===== config.mk =====
export PLATFORM = sky130hd
export DESIGN_NAME = hazard_ctrl_flat
export DESIGN_NICKNAME = d
export VERILOG_FILES = /design/src/rtl/hazard_ctrl_if.sv /design/src/rtl/hazard_ctrl.sv /design/src/flat_wrapper.sv
export SDC_FILE = /design/constraint.sdc
export NUM_CORES = 1
export LEC_CHECK = 0
export CAP_MARGIN = 0
export CORE_UTILIZATION = 30
export DETAILED_ROUTE_END_ITERATION = 12
export DONT_BUFFER_PORTS = 1
export PLACE_DENSITY = 0.45
export SLEW_MARGIN = 0
export SYNTH_ARGS = -nofsm -noshare
export SYNTH_HDL_FRONTEND = slang
export SYNTH_SLANG_ARGS = --single-unit

===== constraint.sdc =====
create_clock -name clk -period 2.58 [get_ports clk]
set_input_delay 0.645 -clock clk [delete_from_list [all_inputs] [get_ports clk]]
set_output_delay 0.645 -clock clk [all_outputs]
set_load 0.005 [all_outputs]

===== src/rtl/hazard_ctrl_if.sv =====
// Hazard controller bundle: decode/EX/MEM status into the controller,
// stall/bubble/flush/error/perf controls back out to the pipeline.
//   master: pipeline side (drives *_i, reads *_o)
//   slave : hazard_ctrl side (reads *_i, drives *_o)
`ifndef REG_IDX_WIDTH
`define REG_IDX_WIDTH 5
`endif

interface hazard_ctrl_if;
    logic                      id_valid_i;
    logic [`REG_IDX_WIDTH-1:0] dec_rs1_idx_i;
    logic [`REG_IDX_WIDTH-1:0] dec_rs2_idx_i;
    logic                      dec_rs1_en_i;
    logic                      dec_rs2_en_i;
    logic [`REG_IDX_WIDTH-1:0] dec_rd_idx_i;
    logic                      dec_rd_en_i;
    logic                      dec_is_load_i;
    logic                      ex_jump_i;
    logic                      mem_busy_i;
    logic                      stall_pc_o;
    logic                      stall_if_id_o;
    logic                      stall_id_ex_o;
    logic                      bubble_id_ex_o;
    logic                      flush_if_id_o;
    logic                      err_timeout_o;
    logic [31:0]               perf_stall_cnt_o;
    logic [31:0]               perf_flush_cnt_o;

    modport master (
        output id_valid_i, dec_rs1_idx_i, dec_rs2_idx_i,
        output dec_rs1_en_i, dec_rs2_en_i, dec_rd_idx_i,
        output dec_rd_en_i, dec_is_load_i, ex_jump_i, mem_busy_i,
        input  stall_pc_o, stall_if_id_o, stall_id_ex_o,
        input  bubble_id_ex_o, flush_if_id_o, err_timeout_o,
        input  perf_stall_cnt_o, perf_flush_cnt_o
    );

    modport slave (
        input  id_valid_i, dec_rs1_idx_i, dec_rs2_idx_i,
        input  dec_rs1_en_i, dec_rs2_en_i, dec_rd_idx_i,
        input  dec_rd_en_i, dec_is_load_i, ex_jump_i, mem_busy_i,
        output stall_pc_o, stall_if_id_o, stall_id_ex_o,
        output bubble_id_ex_o, flush_if_id_o, err_timeout_o,
        output perf_stall_cnt_o, perf_flush_cnt_o
    );
endinterface


===== src/rtl/hazard_ctrl.sv =====
// Pipeline hazard controller: load-use stall, memory-wait freeze,
// jump flush (deferred while memory is busy) and memory timeout watchdog.
// Ports: clk, rst (sync, active-high), bus (hazard_ctrl_if.slave).
// Optional macro HAZARD_CTRL_PERF_EN adds stall/flush event counters;
// without it the perf outputs are tied to zero.
`ifndef REG_IDX_WIDTH
`define REG_IDX_WIDTH 5
`endif
`ifndef REG_X0
`define REG_X0 {`REG_IDX_WIDTH{1'b0}}
`endif

module hazard_ctrl #(
    parameter int unsigned MEM_TIMEOUT = 255
) (
    input  logic          clk,
    input  logic          rst,
    hazard_ctrl_if.slave  bus
);
    localparam logic [15:0] TIMEOUT = 16'(MEM_TIMEOUT);

    typedef enum logic [1:0] {S_RUN, S_WAIT, S_WAIT_F} state_t;

    state_t                    state_q, state_d;
    logic                      ld_vld_q, ld_vld_d;
    logic [`REG_IDX_WIDTH-1:0] ld_rd_q, ld_rd_d;
    logic [15:0]               wd_q, wd_d;
    logic                      err_q, err_d;

    logic rs1_hit, rs2_hit, load_use, do_flush;
    logic stall_pc, stall_if_id, stall_id_ex, bubble, flush;

    assign rs1_hit = bus.dec_rs1_en_i && (bus.dec_rs1_idx_i != `REG_X0)
                  && (bus.dec_rs1_idx_i == ld_rd_q);
    assign rs2_hit = bus.dec_rs2_en_i && (bus.dec_rs2_idx_i != `REG_X0)
                  && (bus.dec_rs2_idx_i == ld_rd_q);

    // State-derived requests are masked in reset so outputs read 0 there.
    assign load_use = ~rst & bus.id_valid_i & ld_vld_q & (rs1_hit | rs2_hit);
    assign do_flush = bus.ex_jump_i | (~rst & (state_q == S_WAIT_F));

    always_comb begin
        stall_pc    = 1'b0;
        stall_if_id = 1'b0;
        stall_id_ex = 1'b0;
        bubble      = 1'b0;
        flush       = 1'b0;
        if (bus.mem_busy_i) begin
            stall_pc    = 1'b1;
            stall_if_id = 1'b1;
            stall_id_ex = 1'b1;
        end else if (do_flush) begin
            flush  = 1'b1;
            bubble = 1'b1;
        end else if (load_use) begin
            stall_pc    = 1'b1;
            stall_if_id = 1'b1;
            bubble      = 1'b1;
        end
    end

    always_comb begin
        state_d = state_q;
        unique case (state_q)
            S_RUN: begin
                if (bus.mem_busy_i)
                    state_d = bus.ex_jump_i ? S_WAIT_F : S_WAIT;
            end
            S_WAIT: begin
                if (!bus.mem_busy_i)    state_d = S_RUN;
                else if (bus.ex_jump_i) state_d = S_WAIT_F;
            end
            S_WAIT_F: begin
                if (!bus.mem_busy_i) state_d = S_RUN;
            end
            default: state_d = S_RUN;
        endcase
    end

    // Tracker follows ID_EX: it only advances when ID_EX is not held.
    always_comb begin
        ld_vld_d = ld_vld_q;
        ld_rd_d  = ld_rd_q;
        if (!stall_id_ex) begin
            ld_vld_d = bus.id_valid_i & bus.dec_is_load_i & bus.dec_rd_en_i
                     & (bus.dec_rd_idx_i != `REG_X0) & ~bubble & ~flush;
            ld_rd_d  = bus.dec_rd_idx_i;
        end
    end

    always_comb begin
        wd_d = 16'd0;
        if (bus.mem_busy_i)
            wd_d = (wd_q == 16'hFFFF) ? wd_q : wd_q + 16'd1;
        err_d = err_q | (wd_d >= TIMEOUT);
    end

    always_ff @(posedge clk) begin
        if (rst) begin
            state_q  <= S_RUN;
            ld_vld_q <= 1'b0;
            ld_rd_q  <= `REG_X0;
            wd_q     <= 16'd0;
            err_q    <= 1'b0;
        end else begin
            state_q  <= state_d;
            ld_vld_q <= ld_vld_d;
            ld_rd_q  <= ld_rd_d;
            wd_q     <= wd_d;
            err_q    <= err_d;
        end
    end

`ifdef HAZARD_CTRL_PERF_EN
    logic [31:0] stall_cnt_q, flush_cnt_q;

    always_ff @(posedge clk) begin
        if (rst) begin
            stall_cnt_q <= 32'd0;
            flush_cnt_q <= 32'd0;
        end else begin
            if (stall_pc && stall_cnt_q != 32'hFFFF_FFFF)
                stall_cnt_q <= stall_cnt_q + 32'd1;
            if (flush && flush_cnt_q != 32'hFFFF_FFFF)
                flush_cnt_q <= flush_cnt_q + 32'd1;
        end
    end

    assign bus.perf_stall_cnt_o = stall_cnt_q;
    assign bus.perf_flush_cnt_o = flush_cnt_q;
`else
    assign bus.perf_stall_cnt_o = 32'h0;
    assign bus.perf_flush_cnt_o = 32'h0;
`endif

    assign bus.stall_pc_o     = stall_pc;
    assign bus.stall_if_id_o  = stall_if_id;
    assign bus.stall_id_ex_o  = stall_id_ex;
    assign bus.bubble_id_ex_o = bubble;
    assign bus.flush_if_id_o  = flush;
    assign bus.err_timeout_o  = err_q;
endmodule


===== src/flat_wrapper.sv =====
// flat-port wrapper written by rule: the top's interface ports become plain ports
module hazard_ctrl_flat 
#(
    parameter int unsigned MEM_TIMEOUT = 255
)
  (clk, rst, bus_id_valid_i, bus_dec_rs1_idx_i, bus_dec_rs2_idx_i, bus_dec_rs1_en_i, bus_dec_rs2_en_i, bus_dec_rd_idx_i, bus_dec_rd_en_i, bus_dec_is_load_i, bus_ex_jump_i, bus_mem_busy_i, bus_stall_pc_o, bus_stall_if_id_o, bus_stall_id_ex_o, bus_bubble_id_ex_o, bus_flush_if_id_o, bus_err_timeout_o, bus_perf_stall_cnt_o, bus_perf_flush_cnt_o);
  hazard_ctrl_if bus_i ();
  input  logic clk;
  input  logic rst;
  input wire logic [$bits(bus_i.id_valid_i)-1:0] bus_id_valid_i;
  input wire logic [$bits(bus_i.dec_rs1_idx_i)-1:0] bus_dec_rs1_idx_i;
  input wire logic [$bits(bus_i.dec_rs2_idx_i)-1:0] bus_dec_rs2_idx_i;
  input wire logic [$bits(bus_i.dec_rs1_en_i)-1:0] bus_dec_rs1_en_i;
  input wire logic [$bits(bus_i.dec_rs2_en_i)-1:0] bus_dec_rs2_en_i;
  input wire logic [$bits(bus_i.dec_rd_idx_i)-1:0] bus_dec_rd_idx_i;
  input wire logic [$bits(bus_i.dec_rd_en_i)-1:0] bus_dec_rd_en_i;
  input wire logic [$bits(bus_i.dec_is_load_i)-1:0] bus_dec_is_load_i;
  input wire logic [$bits(bus_i.ex_jump_i)-1:0] bus_ex_jump_i;
  input wire logic [$bits(bus_i.mem_busy_i)-1:0] bus_mem_busy_i;
  output wire logic [$bits(bus_i.stall_pc_o)-1:0] bus_stall_pc_o;
  output wire logic [$bits(bus_i.stall_if_id_o)-1:0] bus_stall_if_id_o;
  output wire logic [$bits(bus_i.stall_id_ex_o)-1:0] bus_stall_id_ex_o;
  output wire logic [$bits(bus_i.bubble_id_ex_o)-1:0] bus_bubble_id_ex_o;
  output wire logic [$bits(bus_i.flush_if_id_o)-1:0] bus_flush_if_id_o;
  output wire logic [$bits(bus_i.err_timeout_o)-1:0] bus_err_timeout_o;
  output wire logic [$bits(bus_i.perf_stall_cnt_o)-1:0] bus_perf_stall_cnt_o;
  output wire logic [$bits(bus_i.perf_flush_cnt_o)-1:0] bus_perf_flush_cnt_o;
  assign bus_i.id_valid_i = bus_id_valid_i;
  assign bus_i.dec_rs1_idx_i = bus_dec_rs1_idx_i;
  assign bus_i.dec_rs2_idx_i = bus_dec_rs2_idx_i;
  assign bus_i.dec_rs1_en_i = bus_dec_rs1_en_i;
  assign bus_i.dec_rs2_en_i = bus_dec_rs2_en_i;
  assign bus_i.dec_rd_idx_i = bus_dec_rd_idx_i;
  assign bus_i.dec_rd_en_i = bus_dec_rd_en_i;
  assign bus_i.dec_is_load_i = bus_dec_is_load_i;
  assign bus_i.ex_jump_i = bus_ex_jump_i;
  assign bus_i.mem_busy_i = bus_mem_busy_i;
  assign bus_stall_pc_o = bus_i.stall_pc_o;
  assign bus_stall_if_id_o = bus_i.stall_if_id_o;
  assign bus_stall_id_ex_o = bus_i.stall_id_ex_o;
  assign bus_bubble_id_ex_o = bus_i.bubble_id_ex_o;
  assign bus_flush_if_id_o = bus_i.flush_if_id_o;
  assign bus_err_timeout_o = bus_i.err_timeout_o;
  assign bus_perf_stall_cnt_o = bus_i.perf_stall_cnt_o;
  assign bus_perf_flush_cnt_o = bus_i.perf_flush_cnt_o;
  hazard_ctrl #(.MEM_TIMEOUT(MEM_TIMEOUT)) u_core (.clk(clk), .rst(rst), .bus(bus_i));
endmodule

==> flow_summary_export.csv, run 1 <==
group,metric,value,unit
clocking,cts_max_level,1,
synthesis,yosysUniqueCellTypes,49,
critical_path,max_stage_delay,0.43,ns
synthesis,synth-seq-cells,25,
power_and_ir_drop,p_leak,0.7201,nW
die,die_height,83.41,um
synthesis,synthArstFlopShare,0,
placement,gp_congestion,0.7916,
clocking,clock-root-buffer,"clkbuf_8",
detailed_routing,drt-pass1-iter-count,4,
synthesis,synth_common_cells,"buf_4, nor2_1, dfxtp_1, xnor2_1, nand2_1",
clocking,cts_tree,"done",
clocking,cts_buffer_depth,2,
detailed_routing,drt-total-wl,3.514,mm
critical_path,path_class,"reg2out",
sta,fin_tns_setup,0,ns
detailed_routing,post-route-drc-count,0,
global_routing,grt_max_degree,17,
sta,timing.final.ws_setup,0.2680,ns
detailed_routing,drtAntennaViolNets,0,
detailed_routing,wl_per_cell,10.91,um
critical_path,crit_required,1.93,ns
clocking,cts-buffers-inserted,3,
synthesis,synth_top_cell_area_share,0.2605,
final_layout,area_delta_synth_final,-5.538,%
placement,pre_cts_slack,0.3459,ns
critical_path,reg2reg_depth,7,
critical_path,cp.depth,5,
die,ios,94,
critical_path,crit_buf_inv,0,
clocking,clk_pin_slew,0.09,ns
clocking,cts_resized,0,
synthesis,synth.area.top_cells,"buf_4, dfxtp_1, xnor2_1",
placement,hpwlAfterDp,2.709,mm
critical_path,cp.arrival,1.67,ns
hold_path,hold_path.class,"in2reg",
job,drv_cap,0,
clocking,clk_latency,0.27,ns
clocking,postCtsSetupRepairBufs,0,
detailed_routing,drt-initial-drc-count,30,
detailed_routing,vias_per_cell,4.419,
critical_path,critical-path-top-delay-family,"compound AO/OA/AOI/OAI gates",
final_layout,diodes,0,
critical_path,cp_slowest_cell,"dfxtp_1",
critical_path,r2r-start,"u_core.wd_q[0]",
sta,rsz0062_at_grt,"no",
critical_path,cp-start-kind,"register",
synthesis,syn_area,1988,um^2
synthesis,yosys_warnings,0,
sta,period_share,0.8961,
global_routing,grt_pass1_vias,1221,
power_and_ir_drop,ir_worst_vdd,0.0003302,V
die,core_area,6386,um^2
die,initial_utilization,0.3113,
synthesis,ys.flop_type,"dfxtp_1",
hold_path,hold_path_depth,1,
sta,skew,0.001162,ns
detailed_routing,dr_total_vias,1423,
sta,setup-violations-final,0,
synthesis,synth_most_common_cell,"buf_4",
synthesis,yosysTopAreaCell,"buf_4",
die,die_w,83.41,um
sta,fin_crit,2.312,ns
critical_path,crit_chain,"xnor2_1, nand3_1, a211oi_1, o21ai_0, o21bai_1",
final_layout,nets,271,
synthesis,synth_edf_count,0,
global_routing,grt_use_total,0.1025,
global_routing,antenna_found_initial,0,
hold_path,hold_start,"rst",
critical_path,crit_path_start,"u_core.ld_rd_q[3]",
die,rows,29,
synthesis,avgSynthCellArea,8.148,um^2
global_routing,gr-total-overflow,0,
die,die-area,6956,um^2
synthesis,synth_seq_area_share,0.2517,
sta,slew_violations,0,
placement,portBuffers,0,
clocking,clock_sinks,25,
clocking,holdBufCountCts,0,
critical_path,end_kind,"primary output",
sta,report.final.hold_viol_count,0,
global_routing,grt_pass1_wl,5.906,mm
power_and_ir_drop,p_per_area,379.3,nW/um^2
outcome,status,"finished clean",
sta,fmax,0.4325,GHz
synthesis,synthCells,244,
critical_path,cp_max_fo,4,
final_layout,drive_above_1_share,0.09388,
final_layout,fill_cells,688,
-- report_power, final --
part | total (W) | internal [W] | switching, W
logic | 0.0000717 | 0.0000271 | 0.0000446
registers | 0.000402 | 0.000393 | 0.00000875
clock network | 0.000238 | 0.000108 | 0.000130
-- worst paths after layout --
| check | end | slack, ns |
|---|---|---|
| setup reg to reg | u_core.bus.err_timeout_o | 0.40 |
| hold / removal | u_core.wd_q[3] | 0.43 |
| setup / recovery | bus_stall_pc_o | 0.27 |
| hold reg to reg | u_core.state_q[0] | 0.45 |
-- metal layers --
metal,global-route usage,vias to the layer above,routed length (um)
met2,0.1662,68,1576
li1,-,710,-
met5,0,-,0
met1,0.1413,643,1699
met4,0.009404,0,17
met3,0.02684,2,221
-- state kept, by name, indices dropped and copies added (netlist names) --
name and flops:
u_core.wd_q 16, u_core.state_q 2, u_core.ld_vld_q 1, u_core.bus.err_timeout_o 1, u_core.ld_rd_q 5
-- per-stage QoR --
stage / cells / total power, W / utilization / hold slack, ns / area, um^2
after floorplan: 307 / 0.0005484 / - / 0.4125 / 2225
after global placement: 318 / 0.0004822 / 0.2868 / 0.4345 / 1832
after detailed placement: 318 / 0.0004824 / 0.2868 / 0.4276 / 1832
after CTS: 322 / 0.0007194 / 0.2941 / 0.4243 / 1878
after global routing: 322 / 0.0007475 / 0.2941 / 0.4161 / 1878
final: 322 / 0.0007124 / 0.2941 / 0.4295 / 1878
-- kinds of logic (layout without fill, tap and decap cells) --
kind of cell | after synthesis | in the layout | share of synthesized area
other | 1 | 64 | 0.001886
XOR/XNOR | 16 | 16 | 0.07049
flip-flops | 25 | 25 | 0.2517
adder cells (fa/ha/maj) | 1 | 1 | 0.006292
buffers and inverters | 75 | 13 | 0.2763
AND/OR/NAND/NOR | 89 | 89 | 0.2417
AO/OA/AOI/OAI | 27 | 27 | 0.1007
multiplexers | 10 | 10 | 0.05098
-- cells in the final DEF (no fill, tap or decap), types with 2 or more instances in the layout --
| cell | netlist | routed |
|---|---|---|
| dfxtp_1 | 25 | 25 |
| xnor2_1 | 15 | 15 |
| nand2_1 | 11 | 11 |
| mux2i_1 | 9 | 9 |
| buf_4 | 69 | 7 |
| nand4b_1 | 2 | 2 |
| clkbuf_8 | 0 | 3 |
| or2_2 | 2 | 2 |
| conb_1 | 1 | 64 |
| nor3_1 | 5 | 5 |
| nand2b_1 | 6 | 6 |
| and3_1 | 2 | 2 |
| nor2_1 | 31 | 31 |
| inv_1 | 2 | 2 |
| a211oi_1 | 3 | 3 |
| o41ai_1 | 2 | 2 |
| nor2b_1 | 2 | 2 |
| nor4_1 | 4 | 4 |
| o21ai_0 | 6 | 6 |
| nand4_1 | 6 | 6 |
| nand3_1 | 7 | 7 |
| a21oi_1 | 5 | 5 |
-- cell type report --
type	instances	area [um^2]	area share
clock buffers	3	41.29	0.02199
clock inverters	1	5.005	0.002665
inverters	2	7.507	0.003997
multi-input cells	207	1175	0.6256
flip-flops and latches	25	500.5	0.2665
well taps	77	96.34	0.05130
repair buffers	7	52.55	0.02798
No activity file was read; power rests on OpenSTA's default activity.
==> run 2, diff against run 1 <==
SLEW_MARGIN = default   (was 0)
==> results of run 2 <==
No change in the layout: final DEF, timing and power equal those of run 1.
==> run 3, diff against run 2 <==
CORE_ASPECT_RATIO = 0.6   (was default)
==> flow_summary_export.csv, run 3 (synthesis results as in run 1) <==
group,metric,value,unit
final_layout,nets,269,
final_layout,fill_cells,665,
power_and_ir_drop,p_per_area,380.4,nW/um^2
clocking,holdBufCountCts,0,
final_layout,largestRegisters,"u_core.wd_q x16, u_core.ld_rd_q x5, u_core.state_q x2",
detailed_routing,drt-initial-drc-count,99,
critical_path,cp.arrival,1.75,ns
clocking,cts_max_level,1,
detailed_routing,wl_per_cell,11.68,um
detailed_routing,dr_total_vias,1391,
critical_path,cp_max_fo,4,
placement,portBuffers,0,
die,core_area,6248,um^2
sta,slew_violations,0,
sta,fin_crit,2.399,ns
final_layout,largest_reg_flops,16,
sta,setup-violations-final,0,
placement,gp_congestion,0.7589,
final_layout,final_common_cell,"conb_1",
critical_path,cp-start-kind,"register",
critical_path,r2r-start,"u_core.wd_q[0]",
critical_path,reg2reg_slack,0.19,ns
sta,skew,0.004823,ns
global_routing,grt_use_total,0.1133,
outcome,status,"finished clean",
critical_path,end_kind,"primary output",
detailed_routing,vias_per_cell,4.254,
global_routing,grt_max_degree,17,
final_layout,area_delta_synth_final,-5.853,%
final_layout,diodes,0,
sta,fin_tns_setup,0,ns
clocking,clock_sinks,25,
sta,fmax,0.4168,GHz
clocking,cts_tree,"done",
clocking,clk_pin_slew,0.09,ns
die,rows,22,
detailed_routing,drt-pass1-iter-count,4,
power_and_ir_drop,p_leak,0.7108,nW
critical_path,reg2reg_depth,7,
clocking,postCtsSetupRepairBufs,0,
sta,report.final.hold_viol_count,0,
detailed_routing,drtAntennaViolNets,0,
clocking,cts-buffers-inserted,3,
critical_path,crit_required,1.93,ns
global_routing,gr-total-overflow,0,
power_and_ir_drop,ir_worst_vdd,0.0001651,V
global_routing,antenna_found_initial,0,
hold_path,hold_path_depth,1,
job,drv_cap,0,
final_layout,layout_common_cells,"conb_1, nor2_1, dfxtp_1",
die,ios,94,
hold_path,hold_start,"rst",
global_routing,grt_pass1_wl,6.016,mm
critical_path,rr_endpoint,"u_core.bus.err_timeout_o",
global_routing,grt_pass1_vias,1133,
clocking,clock-root-buffer,"clkbuf_8",
clocking,cts_resized,0,
hold_path,hold_path_end,"u_core.wd_q[3]",
final_layout,drive_above_1_share,0.08642,
clocking,clk_latency,0.27,ns
clocking,cts_buffer_depth,2,
detailed_routing,post-route-drc-count,0,
detailed_routing,drt-total-wl,3.820,mm
placement,hpwlAfterDp,3.022,mm
die,die_w,107.1,um
final_layout,fin_util,0.2996,
sta,period_share,0.9299,
hold_path,hold_path.class,"in2reg",
die,die_height,65.06,um
final_layout,top_register,"u_core.wd_q",
sta,rsz0062_at_grt,"no",
die,initial_utilization,0.3182,
die,die-area,6968,um^2
critical_path,path_class,"reg2out",
run 3: worst max-delay path by stage:
stage	startpoint	endpoint	cells past startpoint
final	u_core.ld_rd_q[3]	bus_stall_pc_o	5
after CTS	u_core.ld_rd_q[1]	bus_stall_pc_o	5
after detailed placement	u_core.wd_q[0]	u_core.bus.err_timeout_o	7
after global routing	u_core.wd_q[0]	u_core.bus.err_timeout_o	7
after global placement	bus_dec_rs1_idx_i[2]	bus_stall_pc_o	5
after floorplan	bus_dec_rs1_idx_i[3]	bus_stall_pc_o	6
run 3: critical path, cell delays in order, from the launching register on:
cell and delay (ns):
dfxtp_1 0.43, xnor2_1 0.14, nand3_1 0.09, a211oi_1 0.38
o21ai_0 0.19, o21bai_1 0.27
run 3: where the power goes:
group          switching, W  total (W)  internal [W]
combinational     0.0000448  0.0000709     0.0000261
sequential       0.00000973   0.000403      0.000393
clock              0.000130   0.000238      0.000108
run 3: cell type report:
| cell class | count | area, um^2 | share of cell area |
|---|---|---|---|
| tap | 84 | 105.1 | 0.05615 |
| clock buffer | 3 | 41.29 | 0.02206 |
| multi-input combinational | 207 | 1175 | 0.6277 |
| clock inverter | 1 | 5.005 | 0.002674 |
| sequential | 25 | 500.5 | 0.2674 |
| timing repair buffer | 5 | 37.54 | 0.02005 |
| inverter | 2 | 7.507 | 0.004011 |
run 3: metal layers:
layer  part of all wire  track usage  up-vias
li1                   -            -      707
met1               0.56       0.1884      627
met2               0.36       0.1202       53
met3              0.071      0.03622        4
met4             0.0094      0.04110        0
met5                  0            0        -
run 3: through the flow:
step                std cells  hold slack (ns)   power, W  instance area (um^2)  setup WS (ns)
global route              327           0.4122  0.0007538                  1872        0.02729
finish                    327           0.4294  0.0007119                  1872         0.1810
CTS                       327           0.4197  0.0007246                  1872         0.2038
global placement          323           0.4244  0.0004818                  1826         0.2981
floorplan                 307           0.4125  0.0005484                  2225         0.3941
detailed placement        323           0.4297  0.0004815                  1826         0.2611
